--- src/rtl/memory_rd_ctrl_if.sv ---
// Load-side bus of memory_rd_ctrl: CPU request, synchronous RAM return data and load result.
// The master side owns the request and also plays the RAM by driving mem_rdata.
interface memory_rd_ctrl_if #(
   parameter int addr_width = 10,
   parameter int data_width = 32
);
   logic                  rd_en;
   logic                  wr_en;
   logic [addr_width-1:0] addr;
   logic [data_width-1:0] mem_rdata;
   logic [data_width-1:0] rdata;
   logic                  rdata_valid;

   modport master (
      output rd_en,
      output wr_en,
      output addr,
      output mem_rdata,
      input  rdata,
      input  rdata_valid
   );

   modport slave (
      input  rd_en,
      input  wr_en,
      input  addr,
      input  mem_rdata,
      output rdata,
      output rdata_valid
   );
endinterface

--- src/rtl/memory_rd_ctrl.sv ---
// Load path controller: decodes data memory vs. two captured input ports and a status word,
// returning every accepted load exactly one cycle later.
module memory_rd_ctrl #(
   parameter int addr_width = 10,
   parameter int data_width = 32,
   parameter int in_width   = 10
) (
   input  logic                clk,
   input  logic                rst_n,
   memory_rd_ctrl_if.slave     bus,
   input  logic [in_width-1:0] inport0,
   input  logic [in_width-1:0] inport1,
   input  logic                inport0_en,
   input  logic                inport1_en
);

   localparam logic [addr_width-1:0] ADDR_IN0  = '1;
   localparam logic [addr_width-1:0] ADDR_IN1  = ADDR_IN0 - addr_width'(1);
   localparam logic [addr_width-1:0] ADDR_STAT = ADDR_IN0 - addr_width'(2);

   localparam logic [1:0] SRC_MEM  = 2'd0;
   localparam logic [1:0] SRC_IN0  = 2'd1;
   localparam logic [1:0] SRC_IN1  = 2'd2;
   localparam logic [1:0] SRC_STAT = 2'd3;

   logic                  accept;
   logic [1:0]            src_d;
   logic [1:0]            src_q;
   logic [data_width-1:0] snap_d;
   logic [data_width-1:0] snap_q;
   logic                  valid_q;
   logic [data_width-1:0] hold_q;
   logic [data_width-1:0] rdata_mux;
   logic [data_width-1:0] status_ext;

   logic [1:0]            settle_q;
   logic                  settled;

   logic [in_width-1:0]   port_in   [2];
   logic                  port_en   [2];
   logic [1:0]            sync_q    [2];
   logic                  prev_q    [2];
   logic                  armed_q   [2];
   logic                  cap_edge  [2];
   logic                  clr       [2];
   logic [in_width-1:0]   in_q      [2];
   logic                  new_q     [2];
   logic [data_width-1:0] in_ext    [2];

   assign port_in[0] = inport0;
   assign port_in[1] = inport1;
   assign port_en[0] = inport0_en;
   assign port_en[1] = inport1_en;

   assign accept = bus.rd_en & ~bus.wr_en;

   // The synchronizers hold reset zeros for two edges after release, so a strobe
   // only becomes eligible once a genuine low has been seen after that window.
   assign settled = (settle_q == 2'd2);

   always_ff @(posedge clk or negedge rst_n) begin
      if (!rst_n) begin
         settle_q <= 2'd0;
      end else if (!settled) begin
         settle_q <= settle_q + 2'd1;
      end
   end

   genvar gi;
   generate
      for (gi = 0; gi < 2; gi++) begin : g_port
         localparam logic [addr_width-1:0] PORT_ADDR = (gi == 0) ? ADDR_IN0 : ADDR_IN1;

         assign cap_edge[gi] = armed_q[gi] & sync_q[gi][1] & ~prev_q[gi];
         assign clr[gi]      = accept && (bus.addr == PORT_ADDR);
         assign in_ext[gi]   = data_width'(in_q[gi]);

         always_ff @(posedge clk or negedge rst_n) begin
            if (!rst_n) begin
               sync_q[gi]  <= 2'b00;
               prev_q[gi]  <= 1'b0;
               armed_q[gi] <= 1'b0;
               in_q[gi]    <= '0;
               new_q[gi]   <= 1'b0;
            end else begin
               sync_q[gi] <= {sync_q[gi][0], port_en[gi]};
               prev_q[gi] <= sync_q[gi][1];
               if (settled && !sync_q[gi][1]) begin
                  armed_q[gi] <= 1'b1;
               end
               if (cap_edge[gi]) begin
                  in_q[gi] <= port_in[gi];
               end
               // A capture on the same edge as a clearing read keeps the flag set.
               if (cap_edge[gi]) begin
                  new_q[gi] <= 1'b1;
               end else if (clr[gi]) begin
                  new_q[gi] <= 1'b0;
               end
            end
         end
      end
   endgenerate

   assign status_ext = data_width'({new_q[1], new_q[0]});

   always_comb begin
      src_d = SRC_MEM;
      if (bus.addr == ADDR_IN0) begin
         src_d = SRC_IN0;
      end else if (bus.addr == ADDR_IN1) begin
         src_d = SRC_IN1;
      end else if (bus.addr == ADDR_STAT) begin
         src_d = SRC_STAT;
      end
   end

   // I/O values are snapshotted at the request edge, before any capture lands.
   always_comb begin
      snap_d = '0;
      case (src_d)
         SRC_IN0:  snap_d = in_ext[0];
         SRC_IN1:  snap_d = in_ext[1];
         SRC_STAT: snap_d = status_ext;
         default:  snap_d = '0;
      endcase
   end

   always_ff @(posedge clk or negedge rst_n) begin
      if (!rst_n) begin
         src_q   <= SRC_MEM;
         snap_q  <= '0;
         valid_q <= 1'b0;
      end else begin
         valid_q <= accept;
         if (accept) begin
            src_q  <= src_d;
            snap_q <= snap_d;
         end
      end
   end

   assign rdata_mux = (src_q == SRC_MEM) ? bus.mem_rdata : snap_q;

   always_ff @(posedge clk or negedge rst_n) begin
      if (!rst_n) begin
         hold_q <= '0;
      end else if (valid_q) begin
         hold_q <= rdata_mux;
      end
   end

   assign bus.rdata       = valid_q ? rdata_mux : hold_q;
   assign bus.rdata_valid = valid_q;

endmodule

--- src/flat_wrapper.sv ---
// flat-port wrapper written by rule: the top's interface ports become plain ports
module memory_rd_ctrl_flat 
#(
   parameter int addr_width = 10,
   parameter int data_width = 32,
   parameter int in_width   = 10
)
  (clk, rst_n, inport0, inport1, inport0_en, inport1_en, bus_rd_en, bus_wr_en, bus_addr, bus_mem_rdata, bus_rdata, bus_rdata_valid);
  memory_rd_ctrl_if #(.addr_width(addr_width), .data_width(data_width)) bus_i ();
  input  logic clk;
  input  logic rst_n;
  input  logic [in_width-1:0] inport0;
  input  logic [in_width-1:0] inport1;
  input  logic inport0_en;
  input  logic inport1_en;
  input wire logic [$bits(bus_i.rd_en)-1:0] bus_rd_en;
  input wire logic [$bits(bus_i.wr_en)-1:0] bus_wr_en;
  input wire logic [$bits(bus_i.addr)-1:0] bus_addr;
  input wire logic [$bits(bus_i.mem_rdata)-1:0] bus_mem_rdata;
  output wire logic [$bits(bus_i.rdata)-1:0] bus_rdata;
  output wire logic [$bits(bus_i.rdata_valid)-1:0] bus_rdata_valid;
  assign bus_i.rd_en = bus_rd_en;
  assign bus_i.wr_en = bus_wr_en;
  assign bus_i.addr = bus_addr;
  assign bus_i.mem_rdata = bus_mem_rdata;
  assign bus_rdata = bus_i.rdata;
  assign bus_rdata_valid = bus_i.rdata_valid;
  memory_rd_ctrl #(.addr_width(addr_width), .data_width(data_width), .in_width(in_width)) u_core (.clk(clk), .rst_n(rst_n), .bus(bus_i), .inport0(inport0), .inport1(inport1), .inport0_en(inport0_en), .inport1_en(inport1_en));
endmodule
--- config.mk ---
export PLATFORM = sky130hd
export DESIGN_NAME = memory_rd_ctrl_flat
export DESIGN_NICKNAME = d
export VERILOG_FILES = /design/src/rtl/memory_rd_ctrl_if.sv /design/src/rtl/memory_rd_ctrl.sv /design/src/flat_wrapper.sv
export SDC_FILE = /design/constraint.sdc
export NUM_CORES = 1
export LEC_CHECK = 0
export ABC_AREA = 1
export CAP_MARGIN = 20
export CELL_PAD_IN_SITES_DETAIL_PLACEMENT = 0
export CELL_PAD_IN_SITES_GLOBAL_PLACEMENT = 2
export CORE_ASPECT_RATIO = 0.7
export CORE_UTILIZATION = 30
export DETAILED_ROUTE_END_ITERATION = 10
export PLACE_DENSITY_LB_ADDON = 0.1
export SLEW_MARGIN = 20
export SYNTH_ARGS = -nofsm -noshare
export SYNTH_HDL_FRONTEND = slang
export SYNTH_SLANG_ARGS = --single-unit
--- constraint.sdc ---
create_clock -name clk -period 2.2 [get_ports clk]
set_input_delay 0.22 -clock clk [delete_from_list [all_inputs] [get_ports clk]]
set_output_delay 0.22 -clock clk [all_outputs]
set_load 0.005 [all_outputs]
# Word-level counts from Yosys, hierarchy flattened

Cells that the tools add are included.

Register bits after elaboration: 99
Output and inout bits: 33
Input port bits: 68
Word-level logic and storage cells: 50

Muxes and demuxes: 10
Eq/ne operators: 7
Bitwise operators: 8
Add/subtract/negate cells: 1
Reduce and logical (&&, ||, !) cells: 9

Operators with widths:

| kind                                          | number |
|---|---|
| two-way mux 32 bit                            | 2 |
| == test 10 bit, second input constant         | 3 |
| case mux 10 bit (3 select lines)              | 1 |
| == test 2 bit, second input constant          | 3 |
| two-way mux 2 bit                             | 3 |
| bitwise AND 1 bit                             | 5 |
| logical AND 1 bit                             | 4 |
| two-way mux 1 bit                             | 4 |
| nonzero test 2 bit                            | 2 |
| NOT 1 bit                                     | 3 |
| adder 2 x 1 -> 2 bit, second input constant   | 1 |
| == test 2 x 1 -> 1 bit, second input constant | 1 |
| zero test 1 bit                               | 2 |
| zero test 2 bit                               | 1 |

# Longest topological paths before layout

Depth in word-level cells: 6
Depth in mapped cells: 8
Mapped depth without buffers: 8

# Worst setup path after synthesis

No wires, ideal clock.

Path type: register to output
Start: reg u_core.valid_q, in the netlist u_core.bus.rdata_valid
End: out bus_rdata[4]
Stages on the path, launching flop included: 5
Required time: 1980 ps
Arrival: 1058 ps
Buffers on the path: 2
Setup slack: 922 ps
Cells stage by stage: dfrtp_1 buf_2 buf_1 nor2_1 a31oi_1

Cells in the longest elaborated chain, start to end: 1

RTL lines:

| element                | RTL line              | source |
|---|---|---|
| start, declared        | memory_rd_ctrl.sv:31  | `logic valid_q;` |
| start signal, assigned | memory_rd_ctrl.sv:135 | `valid_q <= accept;` |
| two-way mux 32 bit     | memory_rd_ctrl.sv:153 | `assign bus.rdata = valid_q ? rdata_mux : hold_q;` |
| end, declared          | flat_wrapper.sv:20    | `output wire logic [$bits(bus_i.rdata)-1:0] bus_rdata;` |

No other way between the ends.

# Worst setup path after layout

Start: reg u_core.src_q[1]
End: out bus_rdata[4]

Cells in the longest elaborated chain, start to end: 3

RTL lines:

| element                | RTL line              | source |
|---|---|---|
| start, declared        | memory_rd_ctrl.sv:28  | `logic [1:0] src_q;` |
| start signal, assigned | memory_rd_ctrl.sv:137 | `src_q <= src_d;` |
| zero test 2 bit        | memory_rd_ctrl.sv:143 | `assign rdata_mux = (src_q == SRC_MEM) ? bus.mem_rdata : snap_q;` |
| two-way mux 32 bit     | memory_rd_ctrl.sv:143 |  |
| two-way mux 32 bit     | memory_rd_ctrl.sv:153 |  |

No other way between the ends.

==> PnR_summary.wiki <==
{| class="wikitable"
! Metric !! Value
|-
| Worst EP required || 1.98 ns
|-
| Maximum achievable frequency || 0.469 GHz
|-
| Full die area || 11400 sq um
|-
| Worst reg2reg endpoint || u_core.in_ext[1]
|-
| Post-layout worst setup margin || 0.0688 ns
|-
| Core area || 10500 sq um
|-
| Critical path capture point || bus_rdata[4]
|-
| Peak ir drop on the vdd network || 0.000423 V
|-
| P_sw || 852 uW
|-
| Worst Setup End Kind || output pin
|-
| Number of antenna cells inserted || 0
|-
| GRT Overall Usage || 0.148
|-
| Leading post-synthesis cells by cell area || sky130_fd_sc_hd__dfrtp_1 59%, sky130_fd_sc_hd__nand2_1 7.6%, sky130_fd_sc_hd__mux2_1 4.8%, sky130_fd_sc_hd__o21ai_1 4.6%, sky130_fd_sc_hd__nand3_1 4.1%
|-
| Maximum fanout along the worst path || 9
|-
| Met1 GRT Util || 0.202
|-
| Cell Int Power || 2.91 mW
|-
| Die H || 89.5 microns
|-
| Latest clock arrival within the worst-skew pair || 0.33 ns
|-
| Main combinational cell family by area after synthesis || simple AND/OR/NAND/NOR gates
|-
| Number of warning messages in the yosys log || 0
|-
| Hold Crit Start || inport0_en
|-
| Setup-violating endpoint count in the final report || 0
|-
| Ratio of final minimum period to clock period || 0.969
|-
| Drt drc || 0
|-
| Sw Ratio || 0.226
|-
| Clock net sink count || 77
|-
| Detailed placement HPWL || 5610 microns
|-
| Post-synthesis share of cell area spent on and, or, nand and nor gates || 0.204
|-
| Post-synthesis instance area || 3280 sq um
|-
| Final Total Pwr || 3.77 mW
|-
| Antenna violations before repair || 0
|-
| Synth Area per Inst || 9.73 sq um
|-
| Nets@finish || 511
|-
| Total count of hold-check failures in the final report || 0
|-
| Post-Place Setup Slack || 0.314 ns
|-
| Fraction of met2 tracks used by global routing || 0.216
|-
| Total vias in the final route || 2640
|-
| Worst hold path type || input port to flip-flop
|-
| Number of H-tree levels || 3
|-
| Deepest clock path buffer count || 2
|-
| Unrepaired setup endpoints after global routing || yes
|-
| Startpoint-to-endpoint class of the critical path || flip-flop to output pin
|-
| Clock Pin Slew Worst Setup and Hold Paths || 0.06 ns
|-
| IO Count || 101
|-
| Clock Power Share || 0.432
|-
| Largest net degree at the start of global routing || 43
|-
| Status || complete, no violations
|-
| Max cap viols || 0
|-
| Fraction of the core area covered by cells at the end of the flow || 0.474
|-
| Worst Reg-to-Reg Cells || 4
|-
| Detailed-route vias per instance || 4.56
|-
| Layer with the highest usage after global routing || met2
|-
| Router iterations before antenna repair || 4
|-
| FILL cells || 1045
|-
| WL/cell || 14.0 microns
|-
| TritonCTS clock tree || done
|-
| Mux contribution to synthesized area || 0.0481
|-
| Final setup skew || 0.00796 ns
|-
| Root Buffer || sky130_fd_sc_hd__clkbuf_16
|-
| Unique cell type count in the Yosys netlist || 27
|-
| Area fraction of the dominant cell type after synthesis || 0.588
|-
| Count of mapped cells out of synthesis || 337
|-
| Syn nets || 406
|-
| Post-Synth Adder-Cell Area || 0.00382
|-
| Final critical path time including I/O delays and setup || 2.13 ns
|-
| Share of the synthesized area in compound gates (AO/OA/AOI/OAI) || 0.0820
|-
| Worst Setup Start Kind || flip-flop
|-
| Post-synthesis cell type with the largest combined area || sky130_fd_sc_hd__dfrtp_1
|-
| Flip-flop and latch count after synthesis || 77
|-
| Data arrival time of the critical path || 1.91 ns
|-
| Fraction of final layout cells with drive strength greater than 1 || 0.114
|-
| Via count of the first global-routing pass || 2485
|-
| Slew @ Worst Pin || 0.632 ns
|-
| Quantity of I/O buffers inserted on ports || 100
|-
| Register-to-register path setup slack || 0.75 ns
|-
| Xor and xnor area share after synthesis || 0.00267
|-
| Routed wire length || 8130 microns
|-
| Overall overflow remaining after global route || 0
|-
| Global-route wire length before repair || 12700 microns
|-
| Width of the die || 127 microns
|-
| Global routing met3 resource utilization || 0.0509
|-
| Slew Limit Headroom || 0.577
|-
| Worst hold margin || 0.328 ns
|-
| Final weighted congestion in routability-driven placement || 0.737
|-
| Standard-cell rows || 31
|-
| Hold path depth || 1
|-
| Number of nets still failing antenna checks after routing || 0
|-
| Starting density of the core || 0.313
|-
| Cts bufs inserted || 9
|-
| Power per cell area || 759 nW/um^2
|-
| Combinational share of power || 0.144
|-
| Sequential-to-total area share from yosys stat || 0.588
|-
| Launch point of the critical path || u_core.src_q[1]
|-
| Max-slew violations || 0
|-
| Seq pwr share || 0.424
|-
| Area added between synthesis and finish || 51.2%
|-
| Iter 0 DRT Violations || 122
|-
| Startpoint of the lowest-slack register-to-register path || u_core.sync_q[1]
|-
| Leakage dissipation || 2.49 nW
|}
-- cell type report --
type	instances	area (sq um)	share of cell area
Sequential cell	77	1930	0.389
Timing Repair Buffer	111	1210	0.245
Multi-Input combinational cell	203	1160	0.235
Clock buffer	11	253	0.0510
Tap cell	132	165	0.0333
Inverter	40	153	0.0308
Clock inverter	5	82.6	0.0166
-- Yosys cell counts, drive strengths merged --
cell type,count
or2,1
inv,40
buf,16
clkbuf,1
ha,1
o21a,1
nor2,25
a31oi,10
nand2,69
xnor2,1
a21oi,6
nand3,27
o21ai,32
mux2,14
o21bai,1
nand4,15
dfrtp,77
-- worst max-delay path, cell delays in order (launching register included) --
cell                              delay, ns
sky130_fd_sc_hd__dfrtp_1               0.40
sky130_fd_sc_hd__nor2_4                0.23
sky130_fd_sc_hd__buf_12                0.16
sky130_fd_sc_hd__nand2_1               0.07
sky130_fd_sc_hd__a31oi_2               0.18
sky130_fd_sc_hd__clkdlybuf4s50_1       0.54
-- power groups by stage --
| stage | clock network, mW | logic [mW] | registers [mW] |
|---|---|---|---|
| floorplan | 0 | 0.206 | 1.61 |
| global placement | 0 | 0.544 | 1.62 |
| detailed placement | 0 | 0.545 | 1.63 |
| CTS | 1.68 | 0.552 | 1.60 |
| global route | 1.74 | 0.602 | 1.61 |
| finish | 1.63 | 0.540 | 1.60 |
-- cell families after synthesis --
logic type,count (synthesis)
mux,14
fa+ha+maj,1
buf+inv,57
simple gates,137
compound gates,50
xor+xnor,1
flops,77
-- cell usage in the layout (no fill, tap or decap), types with 14 or more instances in the layout --
| master | n |
|---|---|
| sky130_fd_sc_hd__nand4_1 | 14 |
| sky130_fd_sc_hd__dlymetal6s2s_1 | 25 |
| sky130_fd_sc_hd__dfrtp_1 | 76 |
| sky130_fd_sc_hd__mux2_1 | 14 |
| sky130_fd_sc_hd__nand2_1 | 66 |
| sky130_fd_sc_hd__nand3_1 | 27 |
| sky130_fd_sc_hd__clkdlybuf4s50_1 | 74 |
| sky130_fd_sc_hd__o21ai_1 | 30 |
| sky130_fd_sc_hd__inv_1 | 35 |
| sky130_fd_sc_hd__nor2_1 | 19 |
-- metal layers --
metal | up-vias | wire length (microns) | share of wire
li1 | 1314 | - | -
met1 | 1259 | 4120 | 0.51
met2 | 62 | 3510 | 0.43
met3 | 5 | 431 | 0.053
met4 | 0 | 76 | 0.0093
met5 | - | 0 | 0
-- per-stage QoR --
stage	std cells	area [sq um]	setup TNS, ns
floorplan	337	3280	0
global placement	557	4420	0
detailed placement	557	4420	0
CTS	574	4770	0
global route	579	4960	-0.0367
finish	579	4960	0
-- sequential cells by signal, indices dropped and copies added (netlist names), 4 cells and up --
name and cells:
u_core.in_ext 20, u_core.hold_q 32, u_core.snap_q 10, u_core.sync_q 4
-- worst min-delay path by stage --
stage / endpoint
2_1_floorplan: u_core.armed_q[0]
4_1_cts: u_core.sync_q[2]
3_3_place_gp: u_core.in_ext[33]
3_5_place_dp: u_core.in_ext[33]
6_report: u_core.sync_q[2]
5_1_grt: u_core.sync_q[0]
-- timing repair --
action,in CTS,in global routing
hold endpoints to repair,35,0
hold buffers,1,0
setup endpoints to repair,8,24
setup buffers,0,3
cloned,0,2
pin swaps,0,0
gates resized for setup,2,34
(Power assumes the default switching activity.)
